File: src/rtl/assert_violation_collector.sv
// assert_violation_collector
// Merges the qualified outputs of the fabric assertion checkers into one
// latched violation report plus a level interrupt for the host. The first
// firing is captured with the index of its lowest-numbered checker. Every
// violating cycle is counted, saturating at the counter maximum. A sticky
// flag records violations that arrive while a report is still pending.
// After reset and after every fabric reconfiguration, checker outputs are
// ignored for a fixed hold-off window.

module assert_violation_collector #(
  parameter int NUM_CHK     = 8,
  parameter int ID_W        = 3,
  parameter int CNT_W       = 8,
  parameter int HOLDOFF_CYC = 4
) (
  input  logic               clk,
  input  logic               rst,
  input  logic [NUM_CHK-1:0] chk_fire,
  input  logic [NUM_CHK-1:0] chk_mask,
  input  logic               cfg_update,
  input  logic               irq_ack,
  output logic               irq,
  output logic [ID_W-1:0]    vio_id,
  output logic [NUM_CHK-1:0] vio_vec,
  output logic [CNT_W-1:0]   vio_count,
  output logic               vio_lost,
  output logic               armed
);

  typedef enum logic [1:0] {
    S_HOLD  = 2'd0,
    S_ARMED = 2'd1,
    S_PEND  = 2'd2
  } state_t;

  localparam logic [7:0]       HO_LOAD = 8'(HOLDOFF_CYC);
  localparam logic [CNT_W-1:0] CNT_MAX = '1;

  state_t             state;
  logic [7:0]         ho_cnt;
  logic               ho_req;

  logic [NUM_CHK-1:0] eff;
  logic               eff_any;
  logic [ID_W-1:0]    eff_id;
  logic [CNT_W-1:0]   cnt_next;

  // Effective fire vector and the saturated next value of the counter.
  always_comb begin
    eff      = chk_fire & ~chk_mask;
    eff_any  = |eff;
    cnt_next = (vio_count == CNT_MAX) ? vio_count : vio_count + 1'b1;
  end

  // Lowest-numbered set bit of eff; scanning downwards lets the lowest index
  // overwrite any higher one.
  // NOTE: eff_id gets a default before the loop, so no path leaves it
  // unassigned and no latch is inferred.
  always_comb begin
    eff_id = '0;
    for (int i = NUM_CHK - 1; i >= 0; i--) begin
      if (eff[i]) eff_id = ID_W'(i);
    end
  end

  // Control FSM with registered report outputs; armed is decoded from the next state.
  // NOTE: all state here uses non-blocking assignments, so every branch sees
  // the pre-edge values regardless of statement order.
  always_ff @(posedge clk) begin
    if (!rst) begin
      state     <= S_HOLD;
      ho_cnt    <= HO_LOAD;
      ho_req    <= 1'b0;
      irq       <= 1'b0;
      vio_id    <= '0;
      vio_vec   <= '0;
      vio_count <= '0;
      vio_lost  <= 1'b0;
      armed     <= 1'b0;
    end else begin
      case (state)
        S_HOLD: begin
          if (cfg_update) begin
            ho_cnt <= HO_LOAD;
          end else if (ho_cnt == 8'd1) begin
            state <= S_ARMED;
            armed <= 1'b1;
          end else begin
            ho_cnt <= ho_cnt - 8'd1;
          end
        end

        S_ARMED: begin
          // A reconfiguration in the same cycle as a fire discards the fire.
          if (cfg_update) begin
            state  <= S_HOLD;
            ho_cnt <= HO_LOAD;
            armed  <= 1'b0;
          end else if (eff_any) begin
            vio_vec   <= eff;
            vio_id    <= eff_id;
            vio_count <= cnt_next;
            irq       <= 1'b1;
            state     <= S_PEND;
            armed     <= 1'b0;
          end
        end

        S_PEND: begin
          if (eff_any) vio_count <= cnt_next;
          if (irq_ack) begin
            irq      <= 1'b0;
            // A fire in the ack cycle still counts as a lost report.
            vio_lost <= eff_any;
            ho_req   <= 1'b0;
            if (ho_req || cfg_update) begin
              state  <= S_HOLD;
              ho_cnt <= HO_LOAD;
              armed  <= 1'b0;
            end else begin
              state <= S_ARMED;
              armed <= 1'b1;
            end
          end else begin
            if (eff_any)    vio_lost <= 1'b1;
            // Defer the hold-off until the pending report is acknowledged.
            if (cfg_update) ho_req   <= 1'b1;
          end
        end

        default: begin
          state  <= S_HOLD;
          ho_cnt <= HO_LOAD;
          armed  <= 1'b0;
        end
      endcase
    end
  end

endmodule

File: config.mk
export PLATFORM = sky130hd
export DESIGN_NAME = assert_violation_collector
export DESIGN_NICKNAME = d
export VERILOG_FILES = /design/src/rtl/assert_violation_collector.sv
export SDC_FILE = /design/constraint.sdc
export NUM_CORES = 1
export LEC_CHECK = 0
export ABC_AREA = 1
export CORE_ASPECT_RATIO = 0.8
export CORE_MARGIN = 2
export CORE_UTILIZATION = 45
export DETAILED_ROUTE_END_ITERATION = 8
export PLACE_DENSITY = 0.73
export SETUP_SLACK_MARGIN = 0.02
export SLEW_MARGIN = 25
export SYNTH_ARGS = -nofsm -noshare
export SYNTH_HDL_FRONTEND = slang
export SYNTH_SLANG_ARGS = --single-unit
File: constraint.sdc
create_clock -name clk -period 1.84 [get_ports clk]
set_input_delay 0.368 -clock clk [delete_from_list [all_inputs] [get_ports clk]]
set_output_delay 0.368 -clock clk [all_outputs]
set_load 0.03 [all_outputs]
==> impl_metrics.py <==
metrics = {
    "place": {
        "hpwl_um": 3280,
        "placed_cells": 379,
        "gp_congestion": 0.8390,
        "portBuffers": 41,
    },
    "final_layout": {
        "fin_nets": 358,
        "diodes": 0,
        "fin_cells": 385,
        "nFillCells": 382,
        "area_delta_synth_final_pct": 34.74,
        "drive_gt1_frac": 0.1303,
        "postLayoutCoreUtil": 0.6452,
    },
    "yosys": {
        "synth.area.top_cells": "dfxtp_1 35%, nand2_1 11%, nor2_1 8.0%",
        "ys_ff_latch": 33,
        "synthCells": 271,
        "avgSynthCellArea_um2": 6.898,
        "synth-seq-area-share": 0.3534,
        "ys_warn_count": 0,
        "syn_area_um2": 1869,
        "synth_top_cell_area_share": 0.3534,
        "syn-num-nets": 298,
        "ys_types": 29,
        "yosysTopAreaCell": "dfxtp_1",
    },
    "cts": {
        "clk_pin_slew_ps": 70,
        "cts_tree": "built",
        "cts-buffers-inserted": 5,
        "h-tree-depth": 2,
        "post-cts-setup-buffer-count": 0,
        "cts_root_buf": "clkbuf_8",
        "cts.path.max_buffers": 2,
        "clkSinkCount": 33,
        "clkLatencyLatePin_ps": 280,
    },
    "sta": {
        "timing.final.max_slew_violations": 0,
        "hold_ws_ps": 442.3,
        "max-slew-margin-rel": 0.7795,
        "period_needed_ps": 1776,
        "skew_ps": 8.047,
        "min_period_over_period": 0.9650,
        "setup-violations-final": 0,
        "setup_tns_ps": 0,
        "fmax_ghz": 0.5632,
        "hold_viol": 0,
        "rsz0062_at_grt": "no",
        "max_slew.worst_pin.slew_ps": 329.7,
    },
    "power_and_ir_drop": {
        "powerDensity_nw_per_um2": 1027,
        "leakagePower_uw": 0.001174,
        "ir_drop_mv": 0.7999,
    },
    "critical_path": {
        "crit_family": "buffers and inverters",
        "crit_path_max_fanout": 5,
        "cp-start-kind": "flip-flop",
        "worstPathRequired_ps": 1470,
        "slowest_stage": "clkdlybuf4s50_1",
        "crit_path_max_incr_delay_ps": 710,
        "worstPathArrival_ps": 1410,
        "endpoint_kind": "primary output",
        "path_class": "reg -> out",
        "path_buf_inv": 1,
        "path_cells": "clkdlybuf4s50_1",
    },
    "global_routing": {
        "grt_pass1_wl_um": 7169,
        "overflow": 0,
        "grt_max_degree": 17,
        "grt_pass1_vias": 1653,
        "antenna_found_initial": 0,
        "track_usage": 0.1924,
    },
    "flow_run": {
        "drv_cap": 0,
    },
    "routing": {
        "vias": 1836,
        "drc_errors": 0,
        "viasPerCell": 4.769,
        "drt-initial-drc-count": 75,
        "avgRoutedWirePerCell_um": 10.94,
        "routed_wl_um": 4211,
        "ant_nets": 0,
        "dr.pass1.iters": 4,
    },
    "run_status": {
        "outcome": "complete, no violations",
    },
    "floorplanning": {
        "die_area_um2": 4689,
        "initial_core_util": 0.4788,
        "fp.coreArea_um2": 3904,
        "die_h_um": 61.65,
        "io_pins": 42,
        "die_w_um": 76.06,
        "row_count": 20,
    },
    "min_path": {
        "hold_class": "reg -> reg",
    },
}
[repair_timing]
action	4_1_cts	5_1_grt
gates resized for setup	0	3
hold buffers	0	0
setup endpoints to repair	0	3
[cells in the mapped netlist]
cell and instances:
nand2_1 55, nor2_1 40, inv_1 38, dfxtp_1 33, a21oi_1 27, nand4_1 10
o21ai_0 10, nand3_1 9, ha_1 7, nand2_2 5, o21ai_1 5, xor2_1 5
nor2_2 4, buf_6 3, clkbuf_1 2, nand3b_1 2, nor2_4 2, nor3_1 2
o21ai_2 2, a21boi_1 1, a21boi_2 1, a21oi_2 1, a31oi_1 1, buf_2 1
nand2_4 1, nand3_2 1, nand3_4 1, nand4_2 1, o21bai_1 1
[where the power goes]
| part | switching (µW) | internal (µW) | leakage, µW |
|---|---|---|---|
| Clock | 246 | 248 | 0.0000399 |
| Sequential | 106 | 844 | 0.000268 |
| Combinational | 667 | 476 | 0.000866 |
| Total | 1020 | 1570 | 0.00117 |
[placed cells by master, fill, tap and decap left out, types with 2 or more instances in the layout]
cell type         n
o21ai_2           2
nor2_2            4
xor2_1            5
buf_4            18
nor2_4            2
o21ai_0          10
nand2_2           5
nand3b_1          2
nand2_1          55
nand4_1          10
a21oi_1          27
nand3_1           9
inv_1            38
clkdlybuf4s50_1  38
ha_1              7
nor2_1           40
o21ai_1           5
dfxtp_1          33
nor3_1            2
dlymetal6s2s_1    3
clkbuf_8          5
[through the flow]
step	cell area, µm²	setup WS, ps	power (µW)
6_report	2519	64.34	2587
5_1_grt	2519	30.18	2807
4_1_cts	2511	47.69	2600
3_5_place_dp	2437	-62.23	2102
3_3_place_gp	2437	-21.70	2078
2_1_floorplan	1869	254.4	1712
[cell type report]
cell class / count / area (µm²) / share of cell area
clock buffers: 5 / 68.82 / 0.02732
clock inverters: 1 / 5.005 / 0.001987
inverters: 38 / 142.6 / 0.05663
multi-input cells: 194 / 1020 / 0.4049
flip-flops and latches: 33 / 660.6 / 0.2623
well taps: 55 / 68.82 / 0.02732
repair buffers: 59 / 553.0 / 0.2196
[flip-flops by register name (all words and copies together) (netlist names)]
register and cells:
vio_id 3, vio_lost 1, vio_vec 8, vio_count 8, armed 1, ho_cnt 8
state 2, ho_req 1, irq 1
[per-layer routing]
metal  routed length (µm)  vias up  global-route usage
met1                 2157      808              0.2590
met2                 1827       41              0.3112
met5                    0        -                   0
li1                     -      984                   -
met3                  209        3             0.06452
met4                   17        0             0.03377
[path summary, 6_finish.rpt]
kind / startpoint / end / slack, ps / cells after the start
setup / recovery: vio_count[2] / vio_count[2] / 60 / 1
hold / removal: armed / armed / 440 / 2
setup reg to reg: state[0] / ho_cnt[2] / 220 / 9
hold reg to reg: armed / armed / 440 / 2
[cell families after synthesis]
| family | after synthesis | synth area share |
|---|---|---|
| DFF | 33 | 0.3534 |
| buffers and inverters | 44 | 0.1011 |
| adders and majority gates | 7 | 0.04685 |
| and+or+nand+nor | 133 | 0.3313 |
| xor gates and xnor gates | 5 | 0.02343 |
| AOI/OAI and AO/OA | 49 | 0.1439 |
(Power assumes the default switching activity.)
